### config.mk
export PLATFORM = sky130hd
export DESIGN_NAME = mux_8_to_1
export DESIGN_NICKNAME = d
export VERILOG_FILES = /design/src/rtl/mux8_pkg.sv /design/src/rtl/mux_4_to_1.sv /design/src/rtl/mux_8_to_1.sv
export SDC_FILE = /design/constraint.sdc
export NUM_CORES = 1
export LEC_CHECK = 0
export BUFFER_PORTS_ARGS = -buffer_cell sky130_fd_sc_hd__clkbuf_2
export CAP_MARGIN = 20
export CORE_AREA = 2 2 39 41
export CTS_BUF_LIST = sky130_fd_sc_hd__clkbuf_4 sky130_fd_sc_hd__clkbuf_8
export CTS_CLUSTER_DIAMETER = 100
export DETAILED_ROUTE_END_ITERATION = 12
export DIE_AREA = 0 0 41 43
export GPL_ROUTABILITY_DRIVEN = 0
export MAX_ROUTING_LAYER = met4
export PLACE_DENSITY = 0.73
export SLEW_MARGIN = 30
export SYNTH_ARGS = -nofsm -noshare
export SYNTH_HDL_FRONTEND = slang
export SYNTH_SLANG_ARGS = --single-unit
export TNS_END_PERCENT = 1
### constraint.sdc
create_clock -name clk -period 1.6 [get_ports clk]
set_clock_uncertainty 0.2 [all_clocks]
set_input_delay 0.32 -clock clk [delete_from_list [all_inputs] [get_ports clk]]
set_output_delay 0.32 -clock clk [all_outputs]
set_load 0.01 [all_outputs]
### src/rtl/mux8_pkg.sv
// Shared constants for the 8-way data selector family.
// The optional registered parity output is enabled with MUX8_PARITY_EN.
package mux8_pkg;
    localparam int SEL_W     = 3;
    localparam int N_INPUTS  = 8;
    localparam int DEF_WIDTH = 4;

    localparam logic [SEL_W-1:0] SEL_A = 3'd0;
    localparam logic [SEL_W-1:0] SEL_B = 3'd1;
    localparam logic [SEL_W-1:0] SEL_C = 3'd2;
    localparam logic [SEL_W-1:0] SEL_D = 3'd3;
    localparam logic [SEL_W-1:0] SEL_E = 3'd4;
    localparam logic [SEL_W-1:0] SEL_F = 3'd5;
    localparam logic [SEL_W-1:0] SEL_G = 3'd6;
    localparam logic [SEL_W-1:0] SEL_H = 3'd7;
endpackage

### src/rtl/mux_4_to_1.sv
// Four-input WIDTH-bit selector on a 2-bit code; building block of mux_8_to_1.
module mux_4_to_1 #(
    parameter int WIDTH = 4
) (
    input  logic [1:0]       sel,
    input  logic [WIDTH-1:0] a,
    input  logic [WIDTH-1:0] b,
    input  logic [WIDTH-1:0] c,
    input  logic [WIDTH-1:0] d,
    output logic [WIDTH-1:0] y
);
    // The X default only matters for an unknown select in simulation;
    // every real code is listed.
    always_comb begin
        y = 'x;
        case (sel)
            2'd0: y = a;
            2'd1: y = b;
            2'd2: y = c;
            2'd3: y = d;
        endcase
    end
endmodule

### src/rtl/mux_8_to_1.sv
// Eight-input selector: combinational O plus a registered copy O_q.
// Define MUX8_PARITY_EN to add O_par, the registered XOR reduction of O_q.
module mux_8_to_1
    import mux8_pkg::*;
#(
    parameter int WIDTH = DEF_WIDTH
) (
    input  logic             clk,
    input  logic             rst,
    input  logic [WIDTH-1:0] A,
    input  logic [WIDTH-1:0] B,
    input  logic [WIDTH-1:0] C,
    input  logic [WIDTH-1:0] D,
    input  logic [WIDTH-1:0] E,
    input  logic [WIDTH-1:0] F,
    input  logic [WIDTH-1:0] G,
    input  logic [WIDTH-1:0] H,
    input  logic [SEL_W-1:0] sel,
    output logic [WIDTH-1:0] O,
    output logic [WIDTH-1:0] O_q
`ifdef MUX8_PARITY_EN
    ,
    output logic             O_par
`endif
);
    logic [WIDTH-1:0] lo_y;
    logic [WIDTH-1:0] hi_y;

    mux_4_to_1 #(.WIDTH(WIDTH)) u_lo (
        .sel (sel[1:0]),
        .a   (A),
        .b   (B),
        .c   (C),
        .d   (D),
        .y   (lo_y)
    );

    mux_4_to_1 #(.WIDTH(WIDTH)) u_hi (
        .sel (sel[1:0]),
        .a   (E),
        .b   (F),
        .c   (G),
        .d   (H),
        .y   (hi_y)
    );

    // The top select bit picks the A..D or E..H half.
    always_comb begin
        O = 'x;
        case (sel[SEL_W-1])
            1'b0: O = lo_y;
            1'b1: O = hi_y;
        endcase
    end

    always_ff @(posedge clk or posedge rst) begin
        if (rst) begin
            O_q <= '0;
        end else begin
            O_q <= O;
        end
    end

`ifdef MUX8_PARITY_EN
    // Computed from O so the parity lands on the same edge as O_q.
    always_ff @(posedge clk or posedge rst) begin
        if (rst) begin
            O_par <= 1'b0;
        end else begin
            O_par <= ^O;
        end
    end
`endif
endmodule

# --- After elaboration in Yosys (flattened, before gate mapping) ---
# Index checks and enable logic that the tools add are counted.
word_totals:
  register_bits: 4
  input_bits: 37
  elab_cells: 9
classes:
  n_eq_ne: 3
  mux: 3
  bitwise_logic: 1
  reduce_logical: 1
op_table:
  columns: ["cell", "count"]
  rows:
  - ["4-bit one-hot mux with 4 select lines", 2]
  - ["4-bit one-hot mux with 2 select lines", 1]
  - ["2-bit equality test, second input constant", 2]
  - ["2-bit by 1-bit equality test with 1-bit output, second input constant", 1]
  - ["2-bit zero test", 1]
  - ["1-bit inverter", 1]

# --- Longest topological paths before layout ---
depth:
  word_depth: 3
  depth_mapped: 3

# --- Cells and area by module ---
# A second synthesis with hierarchy kept.
hier_totals:
  hier_cells: 17
  hier_area_um2: 359.1
by_module_without_submodules:
  columns: ["module", "instances", "cells_per_inst", "area_per_inst_um2", "seq_area_each_um2"]
  rows:
  - ["mux_4_to_1", 2, 4, 105.1, 0.0]
  - ["mux_8_to_1", 1, 9, 148.9, 100.1]

# --- Worst setup path before layout ---
# Ideal clock, no wire load.
synth_path:
  path_type: "input port to output port"
  from: "input sel[2]"
  to: "output O[0]"
  t_arrival_ps: 1264
  required_time_ps: 1080
  setup_slack_ps: -184
  cell_stages: 3
  n_path_buf: 1
  cell_sequence: "buf_6 > mux4_1 > mux2_2"
synth_via:
  elab_chain_cells: 2
synth_lines:
  columns: ["item", "line_no", "source"]
  rows:
  - ["start: declaration", "mux_8_to_1.sv:18", "input logic [SEL_W-1:0] sel,"]
  - ["1-bit inverter", "mux_8_to_1.sv:50", "case (sel[SEL_W-1])"]
  - ["4-bit one-hot mux with 2 select lines *", "mux_8_to_1.sv:50", null]
  - ["end: declaration", "mux_8_to_1.sv:19", "output logic [WIDTH-1:0] O,"]
# Mark *: on every way between the ends. The rest lies on a longest branch, timed or not.

# --- Final worst setup path ---
layout_path:
  from: "input sel[2]"
  to: "output O[3]"
# Same word-level chain as after synthesis.

==> run metrics <==
register area=100 um^2; Setup crit start=sel[2]; drt total wl=1140 um; Synth top area share=56.2%; number of diodes=0; Crit Path Max Fanout=8; critical path class=in -> out; P_int=0.000313 W; average size of a mapped cell=19.7 um^2; first-pass GRT wire length=1550 um; Leakage Power=0.350 nW; die area=1760 um^2; Finished Layout Cells=81; TritonCTS clock tree=built; CP Data Arrival Time=1380 ps; sequential fraction of the synthesis area=26.8%; drt drc=0; Syn-to-layout area delta=75.3%; P_sw=0.000104 W; post-synthesis instance total=19; DR vias/cell=4.84; max-slew violation count=0; setup TNS=-1140 ps; Tcrit/Tclk final=119%; Vias=392; Logic pwr share=42.7%; I/O pin cnt=45; Detail Placement HPWL=1070 um; Routed Antenna Nets=0; max-cap violations=0; Multi-input gate area=240 um^2; Hold Path Class=in -> reg; hold path startpoint=sel[0]; Seq cells post-synth=4; biggest regs=O_q: 4 flops; crit path time final=1900 ps; met3 Use GR=3.66%; Core Region=1380 um^2; Seq pwr share=28.2%; placed instance count=77; # port buffers=44; met1 GRT Util=13.6%; Initial Utilization=27.0%; Sw Ratio=24.9%; Mapped Nets=56; Slew HR=87.3%; wire per inst=14.0 um; Root Buffer=clkbuf_4; vias in the first global route=393; clock-pin slew on the worst setup and hold paths=40 ps; GR Util All Layers=13.9%; H-tree depth=1; share of cells above drive strength 1=90.8%; RSZ-0062 raised after global routing=yes; height of the die=43 um; worst slew pin tran=190 ps; synth warn=0; total grt overflow=0; status=finished, violations left; CTS sink cnt=4; Final #Nets=104; router iterations before antenna repair=3; Yosys top cell by area=mux4_1; starting DRC count in detailed routing=4; filler cell count=128; most used routing layer=met2; Cell Pwr Density=636 nW/um^2; failing checks=negative setup slack; final hold vios=0; Biggest register=O_q; element type at the critical path end=output pin; Total Power=0.000417 W; Peak Freq=527 MHz; max reg flops=4; final setup margin=-297 ps; VDD IR max=0.168 mV; Clock power frac=29.1%; CP Data Required Time=1080 ps; largest net degree at the start of global routing=9; Startpoint Class=primary input; die span in x=41 um; initial antenna violation count=0; synth unique cells=6; synthesized cell area=374 um^2; grt met2 use=23.1%; site row count=14; final setup fails=4; clk buf depth=2; total CTS buffers=3; Area contributors post-synth=mux4_1 56%, dfrtp_1 27%, mux2_2 12%
## area by class of cell
type                       instances  share of cell area (%)
clock buffer                       3                    3.44
inverter                           1                   0.573
multi-input combinational         12                    36.6
sequential                         4                    15.3
tap                               16                    3.05
timing repair buffer              45                    41.0
## timing repair
action,in CTS,in global routing
cloned,0,0
hold buffers,1,0
setup endpoints to repair,4,4
setup buffers,0,0
hold endpoints to repair,4,0
resized for setup,3,6
## cells in the mapped netlist
cell      instances
mux4_1            8
dfrtp_1           4
mux2_2            4
buf_6             1
clkbuf_1          1
inv_1             1
## routing by layer
metal | wire, um | vias up | part of all wire, %
met4 | 0 | 0 | 0
met2 | 539 | 45 | 47
met5 | 0 | - | 0
li1 | - | 174 | -
met1 | 373 | 173 | 33
met3 | 223 | 0 | 20
## metrics by stage
step                utilization (%)  setup WS, ps  hold slack [ps]  area, um^2
floorplan                         -          -122             -114         369
global placement               42.2          -455            -19.9         584
detailed placement             42.2          -486            -9.32         584
CTS                            46.0          -308              250         637
global route                   47.4          -325              278         656
finish                         47.4          -297              263         656
## kinds of logic (layout without fill, tap and decap cells)
group	count (synthesis)	after routing	synth area share (%)
flip-flops	4	4	26.8
multiplexers	12	12	68.2
buffers and inverters	3	49	5.01
## power by group through the flow
stage / sequential [W] / combinational [W] / clock, W
2_1_floorplan: 0.000126 / 0.0000816 / 0
3_3_place_gp: 0.000119 / 0.000157 / 0
3_5_place_dp: 0.000119 / 0.000161 / 0
4_1_cts: 0.000118 / 0.000168 / 0.000130
5_1_grt: 0.000119 / 0.000194 / 0.000135
6_report: 0.000118 / 0.000178 / 0.000121
## worst max-delay path, stage by stage
cell and delay [ps]:
clkbuf_16 130, mux4_2 500, mux2_4 300, buf_6 120
## final timing paths
| check | to | slack (ps) | depth (start not counted) |
|---|---|---|---|
| setup / recovery | O[3] | -300 | 4 |
| hold / removal | O_q[2]$_DFF_PP0_ | 260 | 2 |
| max in group asynchronous | O_q[0]$_DFF_PP0_ | 760 | 3 |
| min in group asynchronous | O_q[1]$_DFF_PP0_ | 300 | 3 |
## cell usage in the layout, fill, tap and decap left out, drive strengths merged
cell	instances
dlygate4sd3	1
buf	3
mux4	8
dfrtp	4
clkbuf	44
inv	1
mux2	4
No activity file was read; power rests on OpenSTA's default activity.
